<file path="src/rtl/soma_serial_pkg.sv">
`default_nettype none
// ============================================================================
//  Module      : soma_serial_pkg
//  Description : Shared types and helpers for the digit-serial adder.
//  Revision    : 1.0 - initial release
// ============================================================================
package soma_serial_pkg;

    typedef enum logic [1:0] {
        ST_IDLE = 2'd0,
        ST_RUN  = 2'd1,
        ST_DONE = 2'd2
    } state_t;

    // Digit counter width: clog2(WIDTH/DIGIT), never below one bit.
    function automatic int cnt_width(input int width, input int digit);
        int n;
        n = width / digit;
        return (n <= 1) ? 1 : $clog2(n);
    endfunction

endpackage
`default_nettype wire

</file>
<file path="src/rtl/soma_digit.sv">
`default_nettype none
// ============================================================================
//  Module      : soma_digit
//  Description : Combinational DIGIT-bit ripple-carry adder.
//  Revision    : 1.0 - initial release
// ============================================================================
module soma_digit #(
    parameter int DIGIT = 2
) (
    input  logic [DIGIT-1:0] a,
    input  logic [DIGIT-1:0] b,
    input  logic             cin,
    output logic [DIGIT-1:0] sum,
    output logic             cout
);

    logic [DIGIT:0] w_c;

    assign w_c[0] = cin;

    for (genvar i = 0; i < DIGIT; i++) begin : g_fa
        assign sum[i]   = a[i] ^ b[i] ^ w_c[i];
        assign w_c[i+1] = (a[i] & b[i]) | (w_c[i] & (a[i] ^ b[i]));
    end

    assign cout = w_c[DIGIT];

endmodule
`default_nettype wire

</file>
<file path="src/rtl/soma_serial.sv">
`default_nettype none
// ============================================================================
//  Module      : soma_serial
//  Description : Digit-serial adder with start/busy/done handshake.
//  Revision    : 1.0 - initial release
// ============================================================================
module soma_serial
    import soma_serial_pkg::*;
#(
    parameter int WIDTH = 8,
    parameter int DIGIT = 2
) (
    input  logic             clk,
    input  logic             rst,
    input  logic             start,
    input  logic [WIDTH-1:0] a,
    input  logic [WIDTH-1:0] b,
    input  logic             cin,
    output logic             busy,
    output logic             done,
    output logic [WIDTH-1:0] s,
    output logic             cout
);

    localparam int c_n     = WIDTH / DIGIT;
    localparam int c_cnt_w = cnt_width(WIDTH, DIGIT);
    localparam logic [c_cnt_w-1:0] c_last = c_cnt_w'(c_n - 1);

    if ((DIGIT > WIDTH) || ((WIDTH % DIGIT) != 0)) begin : g_param_check
        $fatal(1, "soma_serial: WIDTH must be a positive multiple of DIGIT");
    end

    state_t             r_state;
    state_t             w_state_next;
    logic [WIDTH-1:0]   r_a;
    logic [WIDTH-1:0]   r_b;
    logic [WIDTH-1:0]   r_s;
    logic               r_cout;
    logic               r_carry;
    logic [c_cnt_w-1:0] r_cnt;

    logic               w_accept;
    logic               w_step;
    logic               w_last;
    logic [DIGIT-1:0]   w_dsum;
    logic               w_dcarry;
    logic [WIDTH-1:0]   w_s_next;

    soma_digit #(
        .DIGIT (DIGIT)
    ) u_digit (
        .a    (r_a[DIGIT-1:0]),
        .b    (r_b[DIGIT-1:0]),
        .cin  (r_carry),
        .sum  (w_dsum),
        .cout (w_dcarry)
    );

    // New digit enters at the top so the first digit lands at the bottom.
    if (DIGIT == WIDTH) begin : g_single
        assign w_s_next = w_dsum;
    end else begin : g_multi
        assign w_s_next = {w_dsum, r_s[WIDTH-1:DIGIT]};
    end

    assign w_last = (r_cnt == c_last);

    always_ff @(posedge clk) begin
        if (rst) begin
            r_state <= ST_IDLE;
        end else begin
            r_state <= w_state_next;
        end
    end

    always_comb begin
        w_state_next = r_state;
        busy         = 1'b0;
        done         = 1'b0;
        w_accept     = 1'b0;
        w_step       = 1'b0;
        case (r_state)
            ST_IDLE: begin
                if (start) begin
                    w_accept     = 1'b1;
                    w_state_next = ST_RUN;
                end
            end
            ST_RUN: begin
                busy   = 1'b1;
                w_step = 1'b1;
                if (w_last) begin
                    w_state_next = ST_DONE;
                end
            end
            ST_DONE: begin
                done = 1'b1;
                if (start) begin
                    w_accept     = 1'b1;
                    w_state_next = ST_RUN;
                end else begin
                    w_state_next = ST_IDLE;
                end
            end
            default: w_state_next = ST_IDLE;
        endcase
    end

    always_ff @(posedge clk) begin
        if (rst) begin
            r_a     <= '0;
            r_b     <= '0;
            r_s     <= '0;
            r_cout  <= 1'b0;
            r_carry <= 1'b0;
            r_cnt   <= '0;
        end else if (w_accept) begin
            r_a     <= a;
            r_b     <= b;
            r_carry <= cin;
            r_cnt   <= '0;
        end else if (w_step) begin
            r_a     <= r_a >> DIGIT;
            r_b     <= r_b >> DIGIT;
            r_s     <= w_s_next;
            r_carry <= w_dcarry;
            r_cnt   <= r_cnt + c_cnt_w'(1);
            if (w_last) begin
                r_cout <= w_dcarry;
            end
        end
    end

    assign s    = r_s;
    assign cout = r_cout;

endmodule
`default_nettype wire

</file>
<file path="config.mk">
export PLATFORM = sky130hd
export DESIGN_NAME = soma_serial
export DESIGN_NICKNAME = d
export VERILOG_FILES = /design/src/rtl/soma_serial_pkg.sv /design/src/rtl/soma_digit.sv /design/src/rtl/soma_serial.sv
export SDC_FILE = /design/constraint.sdc
export NUM_CORES = 1
export LEC_CHECK = 0
export CORE_MARGIN = 2
export CORE_UTILIZATION = 25
export CTS_BUF_LIST = sky130_fd_sc_hd__clkbuf_8
export CTS_CLUSTER_SIZE = 20
export DETAILED_ROUTE_END_ITERATION = 8
export SLEW_MARGIN = 20
export SYNTH_ARGS = -nofsm -noshare
export SYNTH_HDL_FRONTEND = slang
export SYNTH_SLANG_ARGS = --single-unit
</file>
<file path="constraint.sdc">
create_clock -name clk -period 3.2 [get_ports clk]
set_clock_uncertainty 0.1 [all_clocks]
set_input_delay 0.32 -clock clk [delete_from_list [all_inputs] [get_ports clk]]
set_output_delay 0.32 -clock clk [all_outputs]
set_load 0.02 [all_outputs]
</file>
==> results of run 1 <==
-- tightest hold or removal path: stages, from the launching register on --
cell and delay, ns:
dfxtp_1 0.31, nand2_1 0.05, a21oi_1 0.05
-- registers in the layout, summed over array words and instances, names as in the netlist --
| name | count |
|---|---|
| cout | 1 |
| r_a | 8 |
| r_b | 8 |
| r_carry | 1 |
| r_cnt | 2 |
| r_state | 2 |
| s | 8 |
-- worst max path at each step --
stage                     cells past startpoint                     from  slack, ns                    to
after CTS                                     3  r_state[1]$_SDFFE_PP0P_       1.02                  busy
after global placement                        2                      rst       1.20  r_carry$_SDFFE_PP0P_
after detailed placement                      2                      rst       1.22   r_b[5]$_SDFFE_PP0P_
after global routing                          3  r_state[0]$_SDFFE_PP0P_       0.96                  busy
after floorplan                               4      r_a[0]$_SDFFE_PP0P_       1.56  r_carry$_SDFFE_PP0P_
final                                         3  r_state[1]$_SDFFE_PP0P_       1.04                  busy
-- routing by layer --
layer | up-vias | global-route usage
li1 | 531 | -
met5 | - | 0
met2 | 21 | 0.160
met3 | 5 | 0.0447
met4 | 0 | 0.0667
met1 | 471 | 0.131
-- through the flow --
stage	cell area (um^2)	setup WS, ns	utilization	power, mW
after detailed placement	1560	1.22	0.330	0.549
final	1670	1.04	0.353	0.912
after global routing	1670	0.956	0.353	0.952
after floorplan	1220	1.56	-	0.501
after CTS	1670	1.02	0.353	0.922
after global placement	1560	1.20	0.330	0.547
-- cells by family after synthesis --
family,after synthesis,share of synthesized area
mux,4,0.0327
flops,30,0.490
simple gates,52,0.187
fa+ha+maj,3,0.0429
xor+xnor,1,0.00715
buf+inv,18,0.0725
compound gates,30,0.168
-- cell usage in the layout (no fill, tap or decap), drive strengths merged, types with 4 or more instances in the layout --
cell type and instances:
nor2 9, inv 6, a21oi 12, dfxtp 30, clkdlybuf4s50 30, nand2 22
mux2i 4, clkbuf 5, nand3 5, a22oi 4, a311oi 6, nor3 12
o22ai 4
-- power groups by stage --
| stage | clock (mW) | sequential (mW) | combinational, mW |
|---|---|---|---|
| after floorplan | 0 | 0.421 | 0.0807 |
| after global placement | 0 | 0.418 | 0.129 |
| after detailed placement | 0 | 0.419 | 0.130 |
| after CTS | 0.381 | 0.411 | 0.131 |
| after global routing | 0.397 | 0.413 | 0.142 |
| final | 0.373 | 0.410 | 0.129 |
-- final cells by class --
class,instances,share of cell area
clock buffers,5,0.0413
clock inverters,3,0.0240
repair buffers,32,0.189
inverters,6,0.0135
flip-flops and latches,30,0.360
multi-input cells,90,0.321
well taps,67,0.0503
==> results by group, run 1 <==
Outcome
  • Status: finished clean

Setup path
  • R2R Path Start: r_state[1]$_SDFFE_PP0P_
  • Worst Setup Start Kind: flop
  • Kind of critical path: reg2out
  • Slowest CP cell: clkdlybuf4s50_1
  • WP buf/inv: 2
  • Crit-path max FO: 23
  • Reg2Reg Capture Point: cout$_SDFFE_PP0P_
  • Critical path's top delay family: buffers and inverters
  • Critical Path RT: around 2.8 ns
  • Worst setup EP type: output port
  • Worst R2R Setup Slack: approximately 1.4 ns
  • Crit path cell chain: nand2b_2 -> inv_2 -> clkdlybuf4s50_1
  • R2R depth: 5
  • CP max stage delay: slightly above 0.6 ns
  • Arrival time worst endpoint: 1.74 ns

Die
  • Row count: 25
  • Die Y: between 70 and 80 um
  • Total die area: 5480 um^2
  • Die width: 74.0 um
  • IO Pins: 31
  • Initial Util: 0.259
  • Total core area: between 4000 and 5000 um^2

Timing
  • Worst Tran Pin Value: 1.11 ns
  • Worst hold slack: around 0.35 ns
  • Max-slew headroom: 0.257
  • Final Cycle Share: 0.674
  • Min cycle time layout: 2.16 ns
  • Final setup viols: 0
  • TNS Setup: 0 ns
  • Fin. Hold Viols: 0
  • FMAX: between 400 and 500 MHz
  • Slew Viols, Final: 0
  • RSZ-0062 raised after global routing: false

Synth
  • Synth area leaders: dfxtp_1 (49%), nand2_1 (6.7%), a21oi_1 (4.9%)
  • Register area share after synthesis: 0.490
  • Synthesized Nets: about 160
  • Synthesized area: 1220 um^2
  • Yosys reg bits: 30
  • Count leader, synth: dfxtp_1
  • Yosys Warn Count: 0
  • Mapped Cells: 138
  • Unique masters post-synth: 25
  • Synth async-reset ratio: 0
  • Average size of a mapped cell: between 8 and 9 um^2
  • Ys flop type: dfxtp_1
  • Post-synth top area share: 0.490
  • Leading area contributor after synthesis: dfxtp_1
  • Post-synth EDFFs: 0
  • Post-synth top cells: dfxtp_1 (30), nand2_1 (22), a21oi_1 (12), nor3_1 (12), nor2_1 (9)

Power and ir drop
  • Leakage: around 0.58 nW
  • Pwr/cell area: around 550 nW/um^2
  • Comb pwr share: 0.141
  • Reg power frac: 0.450
  • Psw: between 200 and 250 uW
  • Internal power: around 690 uW
  • Switching portion of total power: 0.247
  • VDD IR max: about 0.18 mV
  • Clock power share: 0.409

Final layout
  • Register area: around 600 um^2
  • # fillers: a little under 500
  • Multi-input logic area: 536 um^2
  • Share of layout cells above drive strength 1: 0.0783
  • # diodes: 0
  • Nets@finish: 188
  • Area delta synth->final: 36.1%
  • Final std cells w/o fill: about 230

Worst hold path
  • Hold path depth: 2
  • Worst hold start: s[0]$_SDFFE_PP0P_
  • Min-Delay Path Class: reg2reg
  • Worst Hold End: s[0]$_SDFFE_PP0P_

Routing
  • Metal2 WL: 1250 um
  • Post-route ant nets: 0
  • Uppermost routed layer: met4
  • DRT iter0 DRCs: between 50 and 60
  • WL met3: around 170 um
  • Routed WL: approximately 2700 um
  • Met1 Wirelength: between 1000 and 1500 um
  • Avg WL per Cell: 11.8 um
  • Vias per cell: about 4.4
  • Post-route DRC: 0
  • Drt first pass iters: 4
  • Via Count: just over 1000

GRT
  • Vias in the first global route: approximately 960
  • First-pass GRT wire length: approximately 4300 um
  • Total GRT Usage: 0.108
  • Initial antenna violation count: 0
  • Largest net degree at the start of global routing: 31
  • Overflow after GRT: 0

Clocking
  • Max Root-Sink Buffers: 2
  • CTS buffer count: 5
  • # clock sinks: 30
  • Post-cts sizing count: 0
  • Root Buffer: clkbuf_8
  • TritonCTS clock tree: done
  • Clk pin slew, worst setup/hold paths: 0.07 ns
  • Worst skew pair latency: roughly 0.28 ns
  • Setup Buffers After CTS: 0
  • Hold-fix buffers, CTS: 0
  • # H-tree levels: 2

Job
  • Max-cap violations: 0

Placement
  • Buffers on Ports: 30
  • Routability congestion estimate: around 0.71
  • Dpl cells: about 230
No activity file was read; power rests on OpenSTA's default activity.
==> run 2, diff against run 1 <==
==> constraint.sdc (replaced) <==
create_clock -name clk -period 2 [get_ports clk]
set_clock_uncertainty 0.1 [all_clocks]
set_input_delay 0.2 -clock clk [delete_from_list [all_inputs] [get_ports clk]]
set_output_delay 0.2 -clock clk [all_outputs]
set_load 0.02 [all_outputs]
==> run 2 against run 1 <==
Effect of this change: via count grew 2.4%; die area is the same; routed wire length shrank 2.4%; sequential cell count is the same; core utilization grew 0.42 points; final area grew 1.2%; worst hold slack gained 0.0023 ns; global-route usage shrank 0.28 points; sequential share of layout area shrank 0.43 points; cell count grew 2.1%; combinational power grew 67%; register-to-register slack lost 1.1 ns; critical path type unchanged; largest power group unchanged.
==> results by group, run 2 (same netlist as run 1, synthesis figures left out) <==
Timing
  • Worst Tran Pin Value: 0.324 ns (-0.786 ns)
  • Max-slew headroom: 0.784 (+0.526)
  • Worst hold slack: 0.357 ns (+0.00232 ns)
  • Fin. Hold Viols: 0 (unchanged)
  • FMAX: 582 MHz
  • Final setup viols: 0 (unchanged)
  • Slew Viols, Final: 0 (unchanged)
  • Min cycle time layout: 1.72 ns
  • TNS Setup: 0 ns (unchanged)
  • RSZ-0062 raised after global routing: false
  • Final Cycle Share: 0.859
  • Setup ws final: 0.281 ns (-0.761 ns)

Final layout
  • Area delta synth->final: 37.7%
  • # fillers: 517 (+5.1%)
  • # diodes: 0 (unchanged)
  • Nets@finish: 193 (+2.7%)
  • Share of layout cells above drive strength 1: 0.0994 (+0.0211)
  • Core Util, Final: 0.357 (+0.00424)
  • Highest-count cells in the layout ignoring fill and taps: dfxtp_1 (30), clkdlybuf4s50_1 (30), nand2_1 (22)

Die
  • Row count: 25 (unchanged)
  • Initial Util: 0.259 (unchanged)
  • IO Pins: 31 (unchanged)
  • Die Y: 74.0 um (unchanged)
  • Die width: 74.0 um (unchanged)
  • Total core area: 4720 um^2 (unchanged)
  • Total die area: 5480 um^2 (unchanged)

Routing
  • Routed WL: 2680 um (-2.4%)
  • Post-route ant nets: 0 (unchanged)
  • DRT iter0 DRCs: 41 (-21%)
  • Via Count: 1053 (+2.4%)
  • Post-route DRC: 0 (unchanged)
  • Drt first pass iters: 4 (unchanged)
  • Avg WL per Cell: 11.3 um (-4.5%)
  • Vias per cell: 4.42 (+0.28%)

Clocking
  • CTS buffer count: 5 (unchanged)
  • # H-tree levels: 2 (unchanged)
  • Root Buffer: clkbuf_8
  • Post-cts sizing count: 0 (unchanged)
  • Max Root-Sink Buffers: 2 (unchanged)
  • Worst skew pair latency: 0.27 ns (about the same)
  • Clk pin slew, worst setup/hold paths: 0.06 ns (about the same)
  • Hold-fix buffers, CTS: 0 (unchanged)
  • # clock sinks: 30 (unchanged)
  • Setup Buffers After CTS: 0 (unchanged)
  • TritonCTS clock tree: done

Placement
  • Buffers on Ports: 30 (unchanged)
  • Place WS: 0.301 ns (-0.918 ns)
  • Routability congestion estimate: 0.759 (+7.4%)
  • Detailed placement HPWL: between 1500 and 2000 um

GRT
  • First-pass GRT wire length: 4370 um (+0.46%)
  • Overflow after GRT: 0 (unchanged)
  • Largest net degree at the start of global routing: 31 (unchanged)
  • Vias in the first global route: 973 (+1.7%)
  • Total GRT Usage: 0.106 (-0.00276)
  • Initial antenna violation count: 0 (unchanged)

Outcome
  • Status: finished clean

Setup path
  • Worst R2R Setup Slack: 0.30 ns (-1.11 ns)
  • Crit path cell chain: nand2b_2 -> inv_2 -> clkdlybuf4s50_1
  • Arrival time worst endpoint: 1.42 ns (-0.32 ns)
  • Critical path's top delay family: buffers and inverters
  • Critical Path RT: 1.70 ns (-1.08 ns)
  • R2R Path Start: r_a[0]$_SDFFE_PP0P_
  • Worst setup EP type: output port
  • Crit-path max FO: 2 (-91%)
  • CP Launch Point: r_state[1]$_SDFFE_PP0P_
  • CP endpoint: busy
  • Reg2Reg Capture Point: r_carry$_SDFFE_PP0P_
  • Worst Setup Start Kind: flop
  • Critical path depth in cells: 3 (unchanged)
  • R2R depth: 4 (-1)
  • CP max stage delay: 0.59 ns (-0.02 ns)
  • WP buf/inv: 2 (unchanged)
  • Kind of critical path: reg2out
  • Slowest CP cell: clkdlybuf4s50_1

Power and ir drop
  • Leakage: 0.598 nW (+3.1%)
  • Pwr/cell area: 805 nW/um^2 (+47%)
  • VDD IR max: 0.314 mV (+74%)

Job
  • Max-cap violations: 0 (unchanged)

Worst hold path
  • Min-Delay Path Class: reg2reg
-- run 2: cell count changes in the layout (fill, tap and decap cells not counted), sizes merged --
cell	change
buf	+5
clkinv	-1
inv	+1
bufinv	-1
clkbuf	+1
-- run 2: final cells by class --
class,count,area [um^2],area share
timing repair buffer,37,353,0.209
sequential,30,601,0.356
inverter,6,22.5,0.0134
tap,67,83.8,0.0497
clock inverter,2,8.76,0.00519
multi-input combinational,90,536,0.318
clock buffer,6,82.6,0.0490
-- run 2: worst min-delay path by stage --
stage	end	depth (start not counted)	from	slack, ns
floorplan	r_a[7]$_SDFFE_PP0P_	2	a[7]	0.24
global route	r_a[7]$_SDFFE_PP0P_	3	a[7]	0.39
global placement	s[0]$_SDFFE_PP0P_	2	s[0]$_SDFFE_PP0P_	0.35
finish	s[0]$_SDFFE_PP0P_	2	s[0]$_SDFFE_PP0P_	0.36
CTS	s[0]$_SDFFE_PP0P_	2	s[0]$_SDFFE_PP0P_	0.36
detailed placement	s[0]$_SDFFE_PP0P_	2	s[0]$_SDFFE_PP0P_	0.35
-- run 2: tightest hold or removal path: stages, from the launching register on --
cell,delay (ns)
dfxtp_1,0.31
nand2_1,0.05
a21oi_1,0.05
-- run 2: through the flow --
step | cells | power [mW] | instance area (um^2)
finish | 238 | 1.36 | 1690
global route | 238 | 1.43 | 1690
CTS | 238 | 1.38 | 1690
detailed placement | 230 | 0.887 | 1600
global placement | 230 | 0.888 | 1600
floorplan | 138 | 0.802 | 1220
-- run 2: report_power, final --
| part | switching (mW) | total, mW | internal, mW |
|---|---|---|---|
| registers | 0.0209 | 0.657 | 0.636 |
| clock network | 0.215 | 0.487 | 0.272 |
| logic | 0.109 | 0.215 | 0.106 |
-- run 2: per-layer routing --
layer,part of all wire,up-vias,global-route usage
li1,-,540,-
met1,0.49,481,0.136
met2,0.43,26,0.157
met3,0.063,6,0.0474
met4,0.014,0,0.0364
met5,0,-,0
